`config.mk`:
```
export PLATFORM = sky130hd
export DESIGN_NAME = pipe_ctrl
export DESIGN_NICKNAME = d
export VERILOG_FILES = /design/src/rtl/riscv_pipe_pkg.sv /design/src/rtl/fwd_unit.sv /design/src/rtl/pipe_ctrl.sv
export SDC_FILE = /design/constraint.sdc
export NUM_CORES = 1
export LEC_CHECK = 0
export BUFFER_PORTS_ARGS = -buffer_cell sky130_fd_sc_hd__buf_2
export CAP_MARGIN = 20
export CELL_PAD_IN_SITES_DETAIL_PLACEMENT = 2
export CELL_PAD_IN_SITES_GLOBAL_PLACEMENT = 2
export CORE_ASPECT_RATIO = 0.7
export CORE_MARGIN = 5
export CORE_UTILIZATION = 24
export CTS_CLUSTER_SIZE = 40
export DETAILED_ROUTE_END_ITERATION = 8
export PLACE_DENSITY_LB_ADDON = 0.15
export SYNTH_ARGS = -nofsm -noshare
export SYNTH_HDL_FRONTEND = slang
export SYNTH_HIERARCHICAL = 1
export SYNTH_SLANG_ARGS = --single-unit
```
`constraint.sdc`:
```
create_clock -name clk -period 2.2 [get_ports clk]
set_clock_uncertainty 0.15 [all_clocks]
set_input_delay 0.22 -clock clk [delete_from_list [all_inputs] [get_ports clk]]
set_output_delay 0.22 -clock clk [all_outputs]
set_load 0.01 [all_outputs]
```
`src/rtl/riscv_pipe_pkg.sv`:
```
// Shared types and constants for the 5-stage pipeline hazard control.
package riscv_pipe_pkg;

  localparam int unsigned MEM_TIMEOUT_DEF = 64;
  localparam int unsigned REG_W           = 5;
  localparam int unsigned FWD_W           = 2;

  typedef enum logic [1:0] {
    ST_RUN      = 2'd0,
    ST_MEM_WAIT = 2'd1,
    ST_REDIRECT = 2'd2
  } pipe_state_t;

  typedef enum logic [FWD_W-1:0] {
    FWD_REGFILE = 2'd0,
    FWD_MEM     = 2'd1,
    FWD_WB      = 2'd2
  } fwd_sel_t;

  // True when a write to dst is visible to a read of src; x0 never matches.
  function automatic logic reg_hit(input logic [REG_W-1:0] src,
                                   input logic [REG_W-1:0] dst);
    return (dst != '0) && (src == dst);
  endfunction

endpackage

```
`src/rtl/fwd_unit.sv`:
```
// Operand bypass selection for one ID source register: MEM beats WB beats regfile.
module fwd_unit
  import riscv_pipe_pkg::*;
(
  input  logic [REG_W-1:0] rs,
  input  logic [REG_W-1:0] mem_rd,
  input  logic             mem_wb_en,
  input  logic [REG_W-1:0] wb_rd,
  input  logic             wb_wb_en,
  output fwd_sel_t         sel
);

  // Youngest producer wins so the operand sees the most recent write.
  always_comb begin
    sel = FWD_REGFILE;
    if (mem_wb_en && reg_hit(rs, mem_rd)) begin
      sel = FWD_MEM;
    end else if (wb_wb_en && reg_hit(rs, wb_rd)) begin
      sel = FWD_WB;
    end
  end

endmodule

```
`src/rtl/pipe_ctrl.sv`:
```
// Pipeline hazard controller: dmem wait stalls with timeout, branch redirect
// flushes, load-use interlock and operand forwarding selects.
// Optional build macro PIPE_CTRL_PERF_EN adds saturating stall/flush counters.
module pipe_ctrl
  import riscv_pipe_pkg::*;
#(
  parameter int unsigned MEM_TIMEOUT = MEM_TIMEOUT_DEF
) (
  input  logic             clk,
  input  logic             rst,
  input  logic [REG_W-1:0] id_rs1,
  input  logic [REG_W-1:0] id_rs2,
  input  logic             id_use_rs1,
  input  logic             id_use_rs2,
  input  logic [REG_W-1:0] ex_rd,
  input  logic             ex_is_load,
  input  logic             ex_branch_taken,
  input  logic [REG_W-1:0] mem_rd,
  input  logic             mem_wb_en,
  input  logic [REG_W-1:0] wb_rd,
  input  logic             wb_wb_en,
  input  logic             dmem_req,
  input  logic             dmem_ready,
  output logic             stall_if,
  output logic             stall_id,
  output logic             stall_ex,
  output logic             stall_mem,
  output logic             flush_if_id,
  output logic             flush_id_ex,
  output logic             bubble_m_wb,
  output logic [FWD_W-1:0] fwd_a,
  output logic [FWD_W-1:0] fwd_b,
  output logic             mem_fault
`ifdef PIPE_CTRL_PERF_EN
  ,
  output logic [31:0]      stall_cycles,
  output logic [31:0]      flush_count
`endif
);

  localparam int unsigned CNT_W = (MEM_TIMEOUT > 1) ? $clog2(MEM_TIMEOUT) : 1;

  pipe_state_t      state;
  logic [CNT_W-1:0] wait_cnt;
  logic             mem_busy;
  logic             busy_eff;
  logic             load_use;
  fwd_sel_t         fwd_a_sel;
  fwd_sel_t         fwd_b_sel;

  // Once the memory has timed out the pipeline no longer waits on it.
  assign mem_busy = dmem_req && !dmem_ready;
  assign busy_eff = mem_busy && !mem_fault;

  assign load_use = ex_is_load &&
                    ((id_use_rs1 && reg_hit(id_rs1, ex_rd)) ||
                     (id_use_rs2 && reg_hit(id_rs2, ex_rd)));

  // Control state, dmem wait counter and sticky timeout flag.
  always_ff @(posedge clk) begin
    if (!rst) begin
      state     <= ST_RUN;
      wait_cnt  <= '0;
      mem_fault <= 1'b0;
    end else begin
      unique case (state)
        ST_MEM_WAIT: begin
          if (busy_eff) begin
            if (wait_cnt == CNT_W'(MEM_TIMEOUT - 1)) begin
              mem_fault <= 1'b1;
              state     <= ST_RUN;
              wait_cnt  <= '0;
            end else begin
              wait_cnt <= wait_cnt + CNT_W'(1);
            end
          end else begin
            wait_cnt <= '0;
            state    <= ex_branch_taken ? ST_REDIRECT : ST_RUN;
          end
        end
        ST_REDIRECT: begin
          state <= busy_eff ? ST_MEM_WAIT : ST_RUN;
        end
        default: begin
          if (busy_eff) begin
            state <= ST_MEM_WAIT;
          end else if (ex_branch_taken) begin
            state <= ST_REDIRECT;
          end else begin
            state <= ST_RUN;
          end
        end
      endcase
    end
  end

  // Stall/flush decode by priority: reset, mem busy, redirect/branch, load-use.
  always_comb begin
    stall_if    = 1'b0;
    stall_id    = 1'b0;
    stall_ex    = 1'b0;
    stall_mem   = 1'b0;
    flush_if_id = 1'b0;
    flush_id_ex = 1'b0;
    bubble_m_wb = 1'b0;
    if (!rst) begin
      bubble_m_wb = 1'b1;
    end else if (busy_eff) begin
      stall_if    = 1'b1;
      stall_id    = 1'b1;
      stall_ex    = 1'b1;
      stall_mem   = 1'b1;
      bubble_m_wb = 1'b1;
    end else if (state == ST_REDIRECT) begin
      flush_if_id = 1'b1;
    end else if (ex_branch_taken) begin
      flush_if_id = 1'b1;
      flush_id_ex = 1'b1;
    end else if (load_use) begin
      stall_if    = 1'b1;
      stall_id    = 1'b1;
      flush_id_ex = 1'b1;
    end
  end

  fwd_unit u_fwd_a (
    .rs        (id_rs1),
    .mem_rd    (mem_rd),
    .mem_wb_en (mem_wb_en),
    .wb_rd     (wb_rd),
    .wb_wb_en  (wb_wb_en),
    .sel       (fwd_a_sel)
  );

  fwd_unit u_fwd_b (
    .rs        (id_rs2),
    .mem_rd    (mem_rd),
    .mem_wb_en (mem_wb_en),
    .wb_rd     (wb_rd),
    .wb_wb_en  (wb_wb_en),
    .sel       (fwd_b_sel)
  );

  assign fwd_a = FWD_W'(fwd_a_sel);
  assign fwd_b = FWD_W'(fwd_b_sel);

`ifdef PIPE_CTRL_PERF_EN
  logic any_stall;
  logic any_flush;

  assign any_stall = stall_if || stall_id || stall_ex || stall_mem;
  assign any_flush = flush_if_id || flush_id_ex;

  // Saturating event counters for stall and flush cycles.
  always_ff @(posedge clk) begin
    if (!rst) begin
      stall_cycles <= '0;
      flush_count  <= '0;
    end else begin
      if (any_stall && (stall_cycles != '1)) begin
        stall_cycles <= stall_cycles + 32'd1;
      end
      if (any_flush && (flush_count != '1)) begin
        flush_count <= flush_count + 32'd1;
      end
    end
  end
`endif

endmodule

```
Word-level counts from Yosys, hierarchy flattened
Index checks and enable logic that the tools add are counted. W data, S select, Z words.

Flip-flop bits (word level): 9. Logic and storage cells: 64. Output and inout port bits: 12.

$add $sub $neg: 1. Muxes and demuxes: 28. Equality and inequality tests: 10. Reductions and logical operators: 22.

Operator list (number): $eq A5 B5 Y1 (6); $mux W1 (17); $mux W2 (8); $logic_and A1 B1 Y1 (15); $reduce_bool A5 Y1 (3); $mux W6 (2); $add A6 B1 Y6 const B (1); $eq A6 B6 Y1 const B (1); $pmux W2 S2 (1); $ne A3 B3 Y1 const B (1); $reduce_and A3 Y1 (1); $eq A2 B1 Y1 const B (1); $eq A2 B2 Y1 const B (1); $logic_not A1 Y1 (2); $logic_or A1 B1 Y1 (1).

Logic depth before layout (Yosys ltp)
Gate-level depths: netlist of run 1.

Depth after elaboration: 10. Depth in mapped cells: 7. Gate-level depth less buffers: 6.

By module
Netlist of run 1, hierarchy kept.

By module, submodules not included: pipe_ctrl (cells an instance 81, times used 1, seq. area each 180.2 sq um, area an instance 680.7 sq um); fwd_unit (cells an instance 20, times used 2, seq. area each 0.0 sq um, area an instance 151.4 sq um).

Worst setup path after synthesis of run 1
OpenSTA, ideal clock, no wires.

Path kind: in2out. Start: in ex_rd[2]. End: out stall_if. Setup slack: 425 ps. Arrival: 1405 ps. Stages on the path: 5. Cells stage by stage: xor2_1 -> nor4_2 -> a32oi_1 -> o31ai_1 -> buf_4.

Word-level cells in the longest chain between the ends: 10. Elaborated cells between the ends (all ways): 14.

RTL lines: start: declaration (line pipe_ctrl.sv:15) `input logic [REG_W-1:0] ex_rd,`; $eq A5 B5 Y1 or $reduce_bool A5 Y1 (tied branches) (line riscv_pipe_pkg.sv:23) `return (dst != '0) && (src == dst);`; $logic_and A1 B1 Y1 (line riscv_pipe_pkg.sv:23); $logic_and A1 B1 Y1, on equally long branches (line pipe_ctrl.sv:56, pipe_ctrl.sv:57); $logic_or A1 B1 Y1 * (line pipe_ctrl.sv:56) `((id_use_rs1 && reg_hit(id_rs1, ex_rd)) ||`; $logic_and A1 B1 Y1 * (line pipe_ctrl.sv:55) `assign load_use = ex_is_load &&`; $mux W1 * (5 in a row); end: declaration (line pipe_ctrl.sv:24) `output logic stall_if,`.

Mark *: on every way between the ends. The rest lies on a longest branch, timed or not.

Worst setup path in the final report of run 1
Start: reg mem_fault. End: out flush_id_ex.

Word-level cells in the longest chain between the ends: 4.

RTL lines: start: declaration (line pipe_ctrl.sv:33) `output logic mem_fault`; start signal: assignment (line pipe_ctrl.sv:64) `mem_fault <= 1'b0;`; start signal: assignment (line pipe_ctrl.sv:70) `mem_fault <= 1'b1;`; $logic_not A1 Y1 (line pipe_ctrl.sv:53) `assign busy_eff = mem_busy && !mem_fault;`; $logic_and A1 B1 Y1 (line pipe_ctrl.sv:53); $mux W1 (line pipe_ctrl.sv:108) `end else if (busy_eff) begin`; $mux W1 (line pipe_ctrl.sv:106) `if (!rst) begin`; end: declaration (line pipe_ctrl.sv:29) `output logic flush_id_ex,`.

No other way between the ends.

==> results.yml, run 1 <==
global_routing:
  antenna_found_initial: 0
  grt_pass1_vias: 1209
  grt-ovfl-total: 0
  grt_pass1_wl_mm: 6.43
  grt_max_degree: 13
  grt_util_all_layers_pct: 15.0
yosys:
  synth.area.mux_share_pct: 1.02
  synth_top_family_by_area: "simple AND/OR/NAND/NOR gates"
  syn_avg_cell_area_um2: 8.13
  yosys_warnings: 6
  synth_top_area_share_pct: 18.3
  synth_nets: 159
  synthCells: 121
  synth_area_um2: 983
  netlist_top_cells_area: "dfxtp_1, xor2_1, xnor2_1, nand2_1, ha_1"
  synth_edf_count: 0
  ys_ff_latch: 9
  synthSimpleGateAreaFrac_pct: 29.4
  synth-compound-area-share_pct: 20.7
  synth-xor-area-share_pct: 23.2
  synth-main-ff-cell: "dfxtp_1"
  ys_seq_area_share_pct: 18.3
  synthAdderAreaFrac_pct: 3.82
  synth_top_cell_by_area: "dfxtp_1"
  async_flop_share_pct: 0
  synthDistinctLibCells: 42
power:
  vdd_drop_max_mv: 0.177
  p_leak_nw: 0.554
  powerDensity_mw_per_mm2: 415
finish:
  utilization_pct: 33.1
  fin_area_mm2: 0.00131
  finalNetCount: 207
  final_common_cell: "buf_2"
  final_cell_mix: "buf_2, xor2_1, xnor2_1, nand2_1, dfxtp_1"
  syn2layout_area_growth_pct: 33.0
  diodes: 0
  layout-drive-gt1-share_pct: 35.7
cts:
  cts_resized: 0
  cts_buffers: 3
  clkLatencyLatePin_ps: 240
  clockRootBuffer: "clkbuf_8"
  clkTransAtPathRegs_ps: 50
  cts_buffer_depth: 2
  cts_tree: "yes"
  cts_sinks: 9
  cts_setup_buffers: 0
  hold_buffers: 0
  htree_levels: 1
floorplan:
  coreArea_mm2: 0.00395
  die_area_mm2: 0.00550
  rows: 19
  start_util_pct: 24.9
  io_pins: 47
  die_h_um: 63.6
  fp.dieW_um: 86.5
sta:
  maxSlewHeadroom_pct: 74.6
  setup_violations: 0
  max_slew.worst_pin.slew_ps: 381
  holdWs_ps: 175
  rsz0062_at_grt: "no"
  min_period_over_period_pct: 87.9
  slew_viol_final: 0
  fmax_mhz: 517
  fin_crit_ps: 1930
  setup-tns-final_ps: 0
  hold_viol_final: 0
worst_setup_path:
  crit_required_ps: 1830
  crit_type: "reg2out"
  startpoint_type: "register"
  cp-end-kind: "primary output"
  cp_max_fo: 5
  critPathArrivalTime_ps: 1560
run_status:
  status: "completed"
routing:
  vias_per_cell: 4.90
  totalWireLength_mm: 3.92
  wire_per_inst_um: 17.8
  vias: 1079
  firstDrtPassIters: 4
  route.detailed.drc: 0
  ant_nets: 0
  drt_iter0_markers: 33
min_path:
  hold_path_class: "in2reg"
placed_design:
  hpwl_mm: 3.37
  io_buffer_count: 46
  post_dp_cell_area_mm2: 0.00126
  gp_congestion: 0.828
flow_run:
  max_cap_viol_count: 0
## layer usage
metal / up-vias / GRT usage, % / part of all wire, %
li1: 531 / - / -
met1: 521 / 21.2 / 49
met5: - / 0 / 0
met2: 25 / 23.3 / 45
met4: 0 / 2.33 / 0.20
met3: 2 / 3.78 / 5.6
## power by group
part / leakage (nW) / switching, mW / internal (mW)
Clock: 0.0228 / 0.0756 / 0.127
Sequential: 0.0728 / 0.00162 / 0.166
Combinational: 0.459 / 0.0974 / 0.0755
## flip-flops by register name, indices dropped and copies added, names as in the netlist
signal / count
mem_fault: 1
state: 2
wait_cnt: 6
## metrics by stage
| stage | total power [mW] | instances | worst slack (ps) |
|---|---|---|---|
| after detailed placement | 0.346 | 216 | 374 |
| final | 0.543 | 220 | 267 |
| after global routing | 0.583 | 220 | 91.5 |
| after floorplan | 0.257 | 121 | 425 |
| after CTS | 0.552 | 220 | 247 |
| after global placement | 0.337 | 216 | 414 |
## worst max-delay path: stages, from the launching register on
cell,delay [ps]
dfxtp_1,390
or3b_1,180
nand2_1,110
or3_1,360
o2bb2ai_1,120
buf_2,150
## Yosys cell counts, types with 3 or more instances
cell type  instances
xor2_1            14
xnor2_1           12
nand2_1           11
dfxtp_1            9
nor2_1             8
nand3_1            7
nor3_1             5
a21boi_0           3
ha_1               3
inv_1              3
nor4_1             3
o21ai_0            3
## kinds of logic (layout without fill, tap and decap cells)
group,Yosys count,in the layout
AOI/OAI and AO/OA,24,24
xor gates and xnor gates,26,26
adders and majority gates,3,3
buffers and inverters,7,54
DFF,9,9
muxes,1,1
and+or+nand+nor,51,51
## worst paths after layout
check	startpoint	to	slack [ps]	cells after the start
worst min-delay path	rst	state[0]$_SDFFE_PN0P_	170	2
worst min register to register	wait_cnt[1]$_SDFFE_PN0P_	wait_cnt[1]$_SDFFE_PN0P_	360	2
worst max register to register	state[1]$_SDFFE_PN0P_	wait_cnt[3]$_SDFFE_PN0P_	450	6
worst max-delay path	mem_fault$_SDFFE_PN0P_	flush_id_ex	270	5
## cell type report
type,count,area (µm²)
clock buffers,4,45.0
inverters,3,11.3
flip-flops and latches,9,180
fillers,503,2640
repair buffers,47,238
multi-input cells,105,768
well taps,52,65.1
No activity file was read; power rests on OpenSTA's default activity.
==> inputs of run 2 (changes only) <==
- CORE_ASPECT_RATIO: 0.7 -> not set
- CORE_MARGIN: 5 -> 4
==> results.yml, run 2 (same netlist as run 1, synthesis figures left out) <==
global_routing:
  grt_pass1_wl_mm: 5.53
  grt_max_degree: 13
  antenna_found_initial: 0
  grt-ovfl-total: 0
  grt_pass1_vias: 1166
  grt_util_all_layers_pct: 13.3
power:
  clkPwrFrac_pct: 36.2
  vdd_drop_max_mv: 0.161
  intPower_mw: 0.366
  combinationalPowerShare_pct: 31.8
  powerDensity_mw_per_mm2: 404
  p_sw_share_pct: 30.1
  p_leak_nw: 0.549
  power.switching_mw: 0.158
  pwr-share-seq_pct: 32.0
floorplan:
  rows: 23
  die_h_um: 72.0
  coreArea_mm2: 0.00397
  io_pins: 47
  die_area_mm2: 0.00519
  start_util_pct: 24.8
  fp.dieW_um: 72.0
routing:
  totalWireLength_mm: 3.41
  ant_nets: 0
  route.detailed.drc: 0
  wire_per_inst_um: 15.7
  firstDrtPassIters: 3
  vias_per_cell: 4.88
  drt_iter0_markers: 10
  vias: 1059
worst_setup_path:
  r2r_start: "state[1]$_SDFFE_PN0P_"
  cp-end-kind: "primary output"
  startpoint: "mem_fault$_SDFFE_PN0P_"
  critPathArrivalTime_ps: 1540
  crit_type: "reg2out"
  startpoint_type: "register"
  crit_required_ps: 1830
  cp_max_fo: 5
finish:
  final_common_cell: "buf_2"
  layout-drive-gt1-share_pct: 35.3
  final_cell_mix: "buf_2, xor2_1, xnor2_1, nand2_1, dfxtp_1"
  finalNetCount: 206
  syn2layout_area_growth_pct: 31.9
  top_register: "wait_cnt"
  fin_area_mm2: 0.00130
  nFillCells: 475
  reg_top3: "wait_cnt (6), state (2), mem_fault (1)"
  largest_reg_flops: 6
  diodes: 0
sta:
  maxSlewHeadroom_pct: 64.3
  setup_violations: 0
  hold_viol_final: 0
  fmax_mhz: 523
  fin_crit_ps: 1910
  setup-tns-final_ps: 0
  slew_viol_final: 0
  max_slew.worst_pin.slew_ps: 535
  rsz0062_at_grt: "no"
  min_period_over_period_pct: 86.9
flow_run:
  max_cap_viol_count: 0
cts:
  htree_levels: 1
  cts_buffer_depth: 2
  clkLatencyLatePin_ps: 230
  cts_tree: "yes"
  cts_sinks: 9
  cts_buffers: 3
  cts_resized: 0
  cts_setup_buffers: 0
  hold_buffers: 0
  clkTransAtPathRegs_ps: 50
  clockRootBuffer: "clkbuf_8"
placed_design:
  io_buffer_count: 46
  post_dp_cell_area_mm2: 0.00125
  gp_congestion: 0.785
  hpwl_mm: 3.01
min_path:
  hp-start: "rst"
  hold_path_class: "in2reg"
run_status:
  status: "completed"
==> run 2: cell count changes in the layout (fill, tap and decap cells not counted), sizes merged <==
cell  delta
buf      -1
==> run 2: path summary, 6_finish.rpt <==
| check | slack (ps) | endpoint | cells after the start |
|---|---|---|---|
| setup reg to reg | 440 | wait_cnt[5]$_SDFFE_PN0P_ | 6 |
| hold / removal | 180 | mem_fault$_SDFFE_PN0P_ | 2 |
| setup / recovery | 290 | flush_id_ex | 5 |
| hold reg to reg | 350 | wait_cnt[4]$_SDFFE_PN0P_ | 2 |
==> run 2: cell type report <==
cell class | count | area, µm² | area share (%)
multi-input cells | 105 | 768 | 59.2
repair buffers | 46 | 230 | 17.7
flip-flops and latches | 9 | 180 | 13.9
well taps | 50 | 62.6 | 4.82
clock buffers | 4 | 45.0 | 3.47
inverters | 3 | 11.3 | 0.868
==> run 2: per-stage QoR <==
stage          hold slack [ps]  setup slack, ps  util [%]  total power [mW]  std cells
3_5_place_dp               350              384      31.5             0.340        213
6_report                   180              288      32.7             0.524        217
5_1_grt                    207              142      32.7             0.562        217
3_3_place_gp               317              431      31.5             0.333        213
4_1_cts                    179              243      32.7             0.538        217
2_1_floorplan              299              425         -             0.257        121
==> run 2: worst max-delay path: stages, from the launching register on <==
cell	delay, ps
dfxtp_1	370
or3b_1	180
nand2_1	110
or3_1	360
o2bb2ai_1	130
buf_2	150
==> run 2: metal layers <==
layer | track usage, % | up-vias | part of all wire (%)
li1 | - | 528 | -
met1 | 17.5 | 499 | 46
met2 | 22.3 | 30 | 48
met3 | 2.77 | 2 | 5.3
met4 | 2.51 | 0 | 0.62
met5 | 0 | - | 0
==> run 2: power by group through the flow <==
stage | Clock, mW | Combinational, mW | Sequential (mW)
after floorplan | 0 | 0.0872 | 0.170
after global placement | 0 | 0.163 | 0.170
after detailed placement | 0 | 0.170 | 0.171
after CTS | 0.199 | 0.171 | 0.168
after global routing | 0.207 | 0.187 | 0.168
final | 0.190 | 0.167 | 0.168
